## src/rtl/fetch_stage_if.sv

```systemverilog
// rtl/fetch_stage_if.sv - fetch stage bus: control inputs, instruction ROM port and IF/ID outputs
interface fetch_stage_if;
  logic        stall;
  logic        flush;
  logic        redirect;
  logic [31:0] redirect_pc;
  logic [31:0] imem_addr;
  logic [31:0] imem_rd;
  logic [31:0] instr;
  logic [31:0] pc;
  logic [31:0] pc_plus4;
  logic        valid;
  logic        fetch_fault;

  modport master (
    input  stall, flush, redirect, redirect_pc, imem_rd,
    output imem_addr, instr, pc, pc_plus4, valid, fetch_fault
  );

  modport slave (
    output stall, flush, redirect, redirect_pc, imem_rd,
    input  imem_addr, instr, pc, pc_plus4, valid, fetch_fault
  );
endinterface

```

## src/rtl/fetch_stage.sv

```systemverilog
// rtl/fetch_stage.sv - RISC-V instruction fetch stage with PC and IF/ID register; optional IFETCH_BOUNDS_CHECK_EN
module fetch_stage #(
  parameter logic [31:0] RESET_PC  = 32'hBFC0_0000,
  parameter logic [31:0] NOP_INSTR = 32'h0000_0013
`ifdef IFETCH_BOUNDS_CHECK_EN
  ,
  parameter logic [31:0] ROM_BASE  = 32'hBFC0_0000,
  parameter logic [31:0] ROM_SIZE  = 32'h0000_1000
`endif
) (
  input  logic          clk,
  input  logic          rst_n,
  fetch_stage_if.master bus
);

  typedef enum logic [1:0] {
    BOOT
  , RUN
`ifdef IFETCH_BOUNDS_CHECK_EN
  , FAULT
`endif
  } state_t;

  state_t      state;
  logic [31:0] pc_q;
  logic [31:0] instr_q;
  logic [31:0] pc_out_q;
  logic [31:0] pc_plus4_q;
  logic        valid_q;
  logic [31:0] target;

  // Redirect targets are always word aligned.
  assign target = {bus.redirect_pc[31:2], 2'b00};

`ifdef IFETCH_BOUNDS_CHECK_EN
  logic fault_q;

  // Subtract-then-compare so a window touching the top of the address space cannot overflow.
  function automatic logic in_window(input logic [31:0] addr);
    return (addr >= ROM_BASE) && ((addr - ROM_BASE) < ROM_SIZE);
  endfunction

  assign bus.fetch_fault = fault_q;
`else
  assign bus.fetch_fault = 1'b0;
`endif

  assign bus.imem_addr = pc_q;
  assign bus.instr     = instr_q;
  assign bus.pc        = pc_out_q;
  assign bus.pc_plus4  = pc_plus4_q;
  assign bus.valid     = valid_q;

  // Fetch FSM: PC sequencing and IF/ID register; priority redirect > flush > stall > fetch.
  always_ff @(posedge clk or negedge rst_n) begin
    if (!rst_n) begin
      state      <= BOOT;
      pc_q       <= RESET_PC;
      instr_q    <= NOP_INSTR;
      pc_out_q   <= 32'h0;
      pc_plus4_q <= 32'h0;
      valid_q    <= 1'b0;
`ifdef IFETCH_BOUNDS_CHECK_EN
      fault_q    <= 1'b0;
`endif
    end else begin
      case (state)
        BOOT: begin
          state <= RUN;
        end
        RUN: begin
          if (bus.redirect) begin
            pc_q    <= target;
            instr_q <= NOP_INSTR;
            valid_q <= 1'b0;
          end else if (bus.flush) begin
            instr_q <= NOP_INSTR;
            valid_q <= 1'b0;
            if (!bus.stall) pc_q <= pc_q + 32'd4;
          end else if (bus.stall) begin
            pc_q <= pc_q;
`ifdef IFETCH_BOUNDS_CHECK_EN
          end else if (!in_window(pc_q)) begin
            state   <= FAULT;
            instr_q <= NOP_INSTR;
            valid_q <= 1'b0;
            fault_q <= 1'b1;
`endif
          end else begin
            instr_q    <= bus.imem_rd;
            pc_out_q   <= pc_q;
            pc_plus4_q <= pc_q + 32'd4;
            valid_q    <= 1'b1;
            pc_q       <= pc_q + 32'd4;
          end
        end
`ifdef IFETCH_BOUNDS_CHECK_EN
        FAULT: begin
          // Only an in-window redirect recovers; PC stays frozen otherwise.
          instr_q <= NOP_INSTR;
          valid_q <= 1'b0;
          if (bus.redirect && in_window(target)) begin
            state   <= RUN;
            pc_q    <= target;
            fault_q <= 1'b0;
          end
        end
`endif
        default: begin
          state <= BOOT;
        end
      endcase
    end
  end

endmodule
```

## src/flat_wrapper.sv

```systemverilog
// flat-port wrapper written by rule: the top's interface ports become plain ports
module fetch_stage_flat 
#(
  parameter logic [31:0] RESET_PC  = 32'hBFC0_0000,
  parameter logic [31:0] NOP_INSTR = 32'h0000_0013

)
  (clk, rst_n, bus_stall, bus_flush, bus_redirect, bus_redirect_pc, bus_imem_rd, bus_imem_addr, bus_instr, bus_pc, bus_pc_plus4, bus_valid, bus_fetch_fault);
  fetch_stage_if bus_i ();
  input  logic clk;
  input  logic rst_n;
  input wire logic [$bits(bus_i.stall)-1:0] bus_stall;
  input wire logic [$bits(bus_i.flush)-1:0] bus_flush;
  input wire logic [$bits(bus_i.redirect)-1:0] bus_redirect;
  input wire logic [$bits(bus_i.redirect_pc)-1:0] bus_redirect_pc;
  input wire logic [$bits(bus_i.imem_rd)-1:0] bus_imem_rd;
  output wire logic [$bits(bus_i.imem_addr)-1:0] bus_imem_addr;
  output wire logic [$bits(bus_i.instr)-1:0] bus_instr;
  output wire logic [$bits(bus_i.pc)-1:0] bus_pc;
  output wire logic [$bits(bus_i.pc_plus4)-1:0] bus_pc_plus4;
  output wire logic [$bits(bus_i.valid)-1:0] bus_valid;
  output wire logic [$bits(bus_i.fetch_fault)-1:0] bus_fetch_fault;
  assign bus_i.stall = bus_stall;
  assign bus_i.flush = bus_flush;
  assign bus_i.redirect = bus_redirect;
  assign bus_i.redirect_pc = bus_redirect_pc;
  assign bus_i.imem_rd = bus_imem_rd;
  assign bus_imem_addr = bus_i.imem_addr;
  assign bus_instr = bus_i.instr;
  assign bus_pc = bus_i.pc;
  assign bus_pc_plus4 = bus_i.pc_plus4;
  assign bus_valid = bus_i.valid;
  assign bus_fetch_fault = bus_i.fetch_fault;
  fetch_stage #(.RESET_PC(RESET_PC), .NOP_INSTR(NOP_INSTR)) u_core (.clk(clk), .rst_n(rst_n), .bus(bus_i));
endmodule
```

## config.mk

```make
export PLATFORM = sky130hd
export DESIGN_NAME = fetch_stage_flat
export DESIGN_NICKNAME = d
export VERILOG_FILES = /design/src/rtl/fetch_stage_if.sv /design/src/rtl/fetch_stage.sv /design/src/flat_wrapper.sv
export SDC_FILE = /design/constraint.sdc
export NUM_CORES = 1
export LEC_CHECK = 0
export ABC_AREA = 1
export ABC_CLOCK_PERIOD_IN_PS = 1700
export CORE_ASPECT_RATIO = 0.9
export CORE_UTILIZATION = 46
export CTS_CLUSTER_DIAMETER = 200
export DETAILED_ROUTE_END_ITERATION = 7
export GPL_ROUTABILITY_DRIVEN = 0
export GPL_TIMING_DRIVEN = 0
export HOLD_SLACK_MARGIN = 0.12
export PLACE_DENSITY_LB_ADDON = 0.12
export SYNTH_ARGS = -nofsm -noshare
export SYNTH_HDL_FRONTEND = slang
export SYNTH_SLANG_ARGS = --single-unit
```

## constraint.sdc

```tcl
create_clock -name clk -period 1.7 [get_ports clk]
set_clock_uncertainty 0.05 [all_clocks]
set_input_delay 0.17 -clock clk [delete_from_list [all_inputs] [get_ports clk]]
set_output_delay 0.17 -clock clk [all_outputs]
set_load 0.03 [all_outputs]
```

==> impl_metrics.ini <==
[worst_setup_path]
cp.required_ps = 1930
critPathCaptureType = flip-flop
max_stage_delay_ps = 440
cp_max_fo = 6
critPathLaunchType = flip-flop
worstSetupPathType = reg2reg
arrival_ps = 1920
path_cells = ha_4, nand2_4, nor2_4, nand2_4, xor2_2, nand2_1, nand2_1, o21ai_0
ff2ff_path_depth = 8
critPathSlowestCell = dfrtp_2

[place]
port_buffers = 188
dpl.hpwl_mm = 13.3
pre_cts_slack_ps = -238
placed_area_sq_um = 7870

[finish]
final_cell_area_sq_um = 8720
drive_gt1_frac = 0.126
finalNetCount = 981
n_antenna_cell = 0
nFillCells = 965
area_delta_synth_final_pct = 52.0
regArea_sq_um = 3120
multiInputGateArea_sq_um = 2370

[global_route]
grt_pass1_vias = 5660
track_usage = 0.302
grt_pass1_wl_mm = 29.4
grt_overflow = 0
grt_max_degree = 70
antenna_found_initial = 0

[drt]
num_vias = 5809
via_per_inst = 5.36
antenna_left = 0
first_pass_iters = 5
detail_route.wl_per_cell_um = 17.7
drt-initial-drc-count = 499
drt_wl_total_mm = 19.2
drc = 0

[pwr]
p_total_mw = 10.9
power_density_nw_per_um2 = 1250
vdd_drop_max_v = 0.000864
power_leakage_nw = 4.51

[min_path]
hold_path.class = in2reg
hold_depth = 4

[clock_tree]
clockBufferDepth = 2
numCtsBuffers = 17
clk_latency_ps = 430
clkTransAtPathRegs_ps = 50
cts_root_buffer = clkbuf_16
clock-sinks = 124
cts_tree = yes
htreeDepth = 4

[sta]
setup_slack_ps = 8.23
grt_setup_unrepaired = true
tightestPinTransition_ps = 653
fmax_ghz = 0.591
hold_ws_ps = 130
finalSetupViolCount = 0
slew_headroom = 0.565
finalCritPeriodShare = 0.995
period_needed_ps = 1690
finalHoldViolCount = 0
setup_tns_ps = 0
slew_viol_final = 0

[synth]
synth_compound_area_frac = 0.132
synth_top_family_by_area = simple AND/OR/NAND/NOR gates
ys_ff_latch = 124
synth_cell_types = 32
yosysWarnings = 0
synth.area.mux_share = 0
syn_avg_cell_area_sq_um = 8.34
synth-async-reset-ratio = 1.00
synth_cells = 688
synth-main-ff-cell = dfrtp_1
ys_seq_area_frac = 0.544
synth-edff-count = 0
syn_area_sq_um = 5740
synth_fa_ha_area_frac = 0.00218
synth_xor_area_frac = 0.00763
synth-simple-area-share = 0.242

[die]
die-width_um = 120
dieArea_sq_um = 12900
core_sq_um = 12100
floorplan.io_pins = 199
die_y_um = 108
std_cell_rows = 38
start_util = 0.473

[status]
status = finished clean

[flow_run]
max_cap_viol_count = 0
-- flip-flops by register name (all words and copies together) (netlist names) --
register / cells
u_core.bus.instr: 32
u_core.state: 1
u_core.bus.valid: 1
u_core.bus.pc_plus4: 30
u_core.bus.pc: 30
u_core.bus.imem_addr: 30
-- report_power, final --
group	switching, mW	internal [mW]	total [mW]
registers	0.418	3.48	3.90
clock network	1.27	2.49	3.77
logic	2.03	1.21	3.24
-- routing by layer --
layer	global-route usage	vias to the layer above	wire length, um	share of wire
li1	-	2672	-	-
met1	0.390	2779	7900	0.41
met2	0.493	313	9220	0.48
met3	0.0744	45	1640	0.085
met4	0.113	0	429	0.022
met5	0	-	0	0
-- logic make-up after synthesis --
group | after synthesis
and+or+nand+nor | 354
xor gates and xnor gates | 5
buffers and inverters | 81
other | 2
AOI/OAI and AO/OA | 121
adders and majority gates | 1
DFF | 124
-- layout by cell type, fill, tap and decap left out, drive strengths merged, types with 3 or more instances in the layout --
master	synthesis	layout
conb	2	8
xor2	4	4
dlygate4sd2	0	53
nand3	35	35
buf	32	41
dfrtp	112	112
a22o	29	29
nor2	100	100
a31oi	12	12
clkdlybuf4s50	0	101
a21oi	3	3
clkbuf	6	32
o22a	3	3
dlymetal6s2s	0	33
bufinv	0	3
o21ai	68	68
inv	43	43
nand2	217	217
dfstp	12	12
-- layout make-up --
type	count	area share
Sequential cell	124	0.358
Multi-Input combinational cell	489	0.272
Timing Repair Buffer	198	0.229
Clock buffer	26	0.0584
Buffer	38	0.0278
Tap cell	160	0.0230
Inverter	43	0.0188
Clock inverter	6	0.0123
-- stage by stage --
| stage | util | instances |
|---|---|---|
| 3_3_place_gp | 0.647 | 1042 |
| 2_1_floorplan | - | 694 |
| 6_report | 0.719 | 1084 |
| 5_1_grt | 0.719 | 1084 |
| 3_5_place_dp | 0.649 | 1043 |
| 4_1_cts | 0.704 | 1078 |
-- final timing paths --
kind | from | to | slack (ps)
min in group asynchronous | rst_n | u_core.bus.instr[14] | 230
max in group asynchronous | rst_n | u_core.bus.imem_addr[3] | 610
hold / removal | bus_redirect | u_core.bus.imem_addr[2] | 130
hold reg to reg | u_core.bus.pc_plus4[31] | u_core.bus.pc_plus4[31] | 420
setup / recovery | u_core.bus.imem_addr[2] | u_core.bus.imem_addr[10] | 8
setup reg to reg | u_core.bus.imem_addr[2] | u_core.bus.imem_addr[10] | 8
-- critical path: cells and delay by family (launching register included) --
kind / cells / cell delay (ps)
compound gates: 1 / 70
flops: 1 / 440
xor+xnor: 1 / 260
fa+ha+maj: 1 / 180
simple gates: 5 / 540
-- synthesized netlist by cell type (all sizes together), types with 3 or more instances --
cell type,n,area share
nand3,35,0.031
inv,43,0.029
clkbuf,6,0.0039
a31oi,12,0.013
a22o,29,0.044
buf,32,0.038
dfstp,12,0.055
xor2,4,0.0061
nand2,217,0.14
dfrtp,112,0.49
a21oi,3,0.0026
o22a,3,0.0046
o21ai,68,0.060
nor2,100,0.066
-- what timing repair did --
| action | CTS | global route |
|---|---|---|
| hold endpoints to repair | 59 | 0 |
| pin swaps | 2 | 9 |
| setup buffers | 1 | 6 |
| cloned | 0 | 0 |
| hold buffers | 2 | 0 |
| gates resized for setup | 79 | 54 |
| endpoints found under the setup margin | 93 | 72 |
Note: power is estimated with default switching activity, not from simulation.
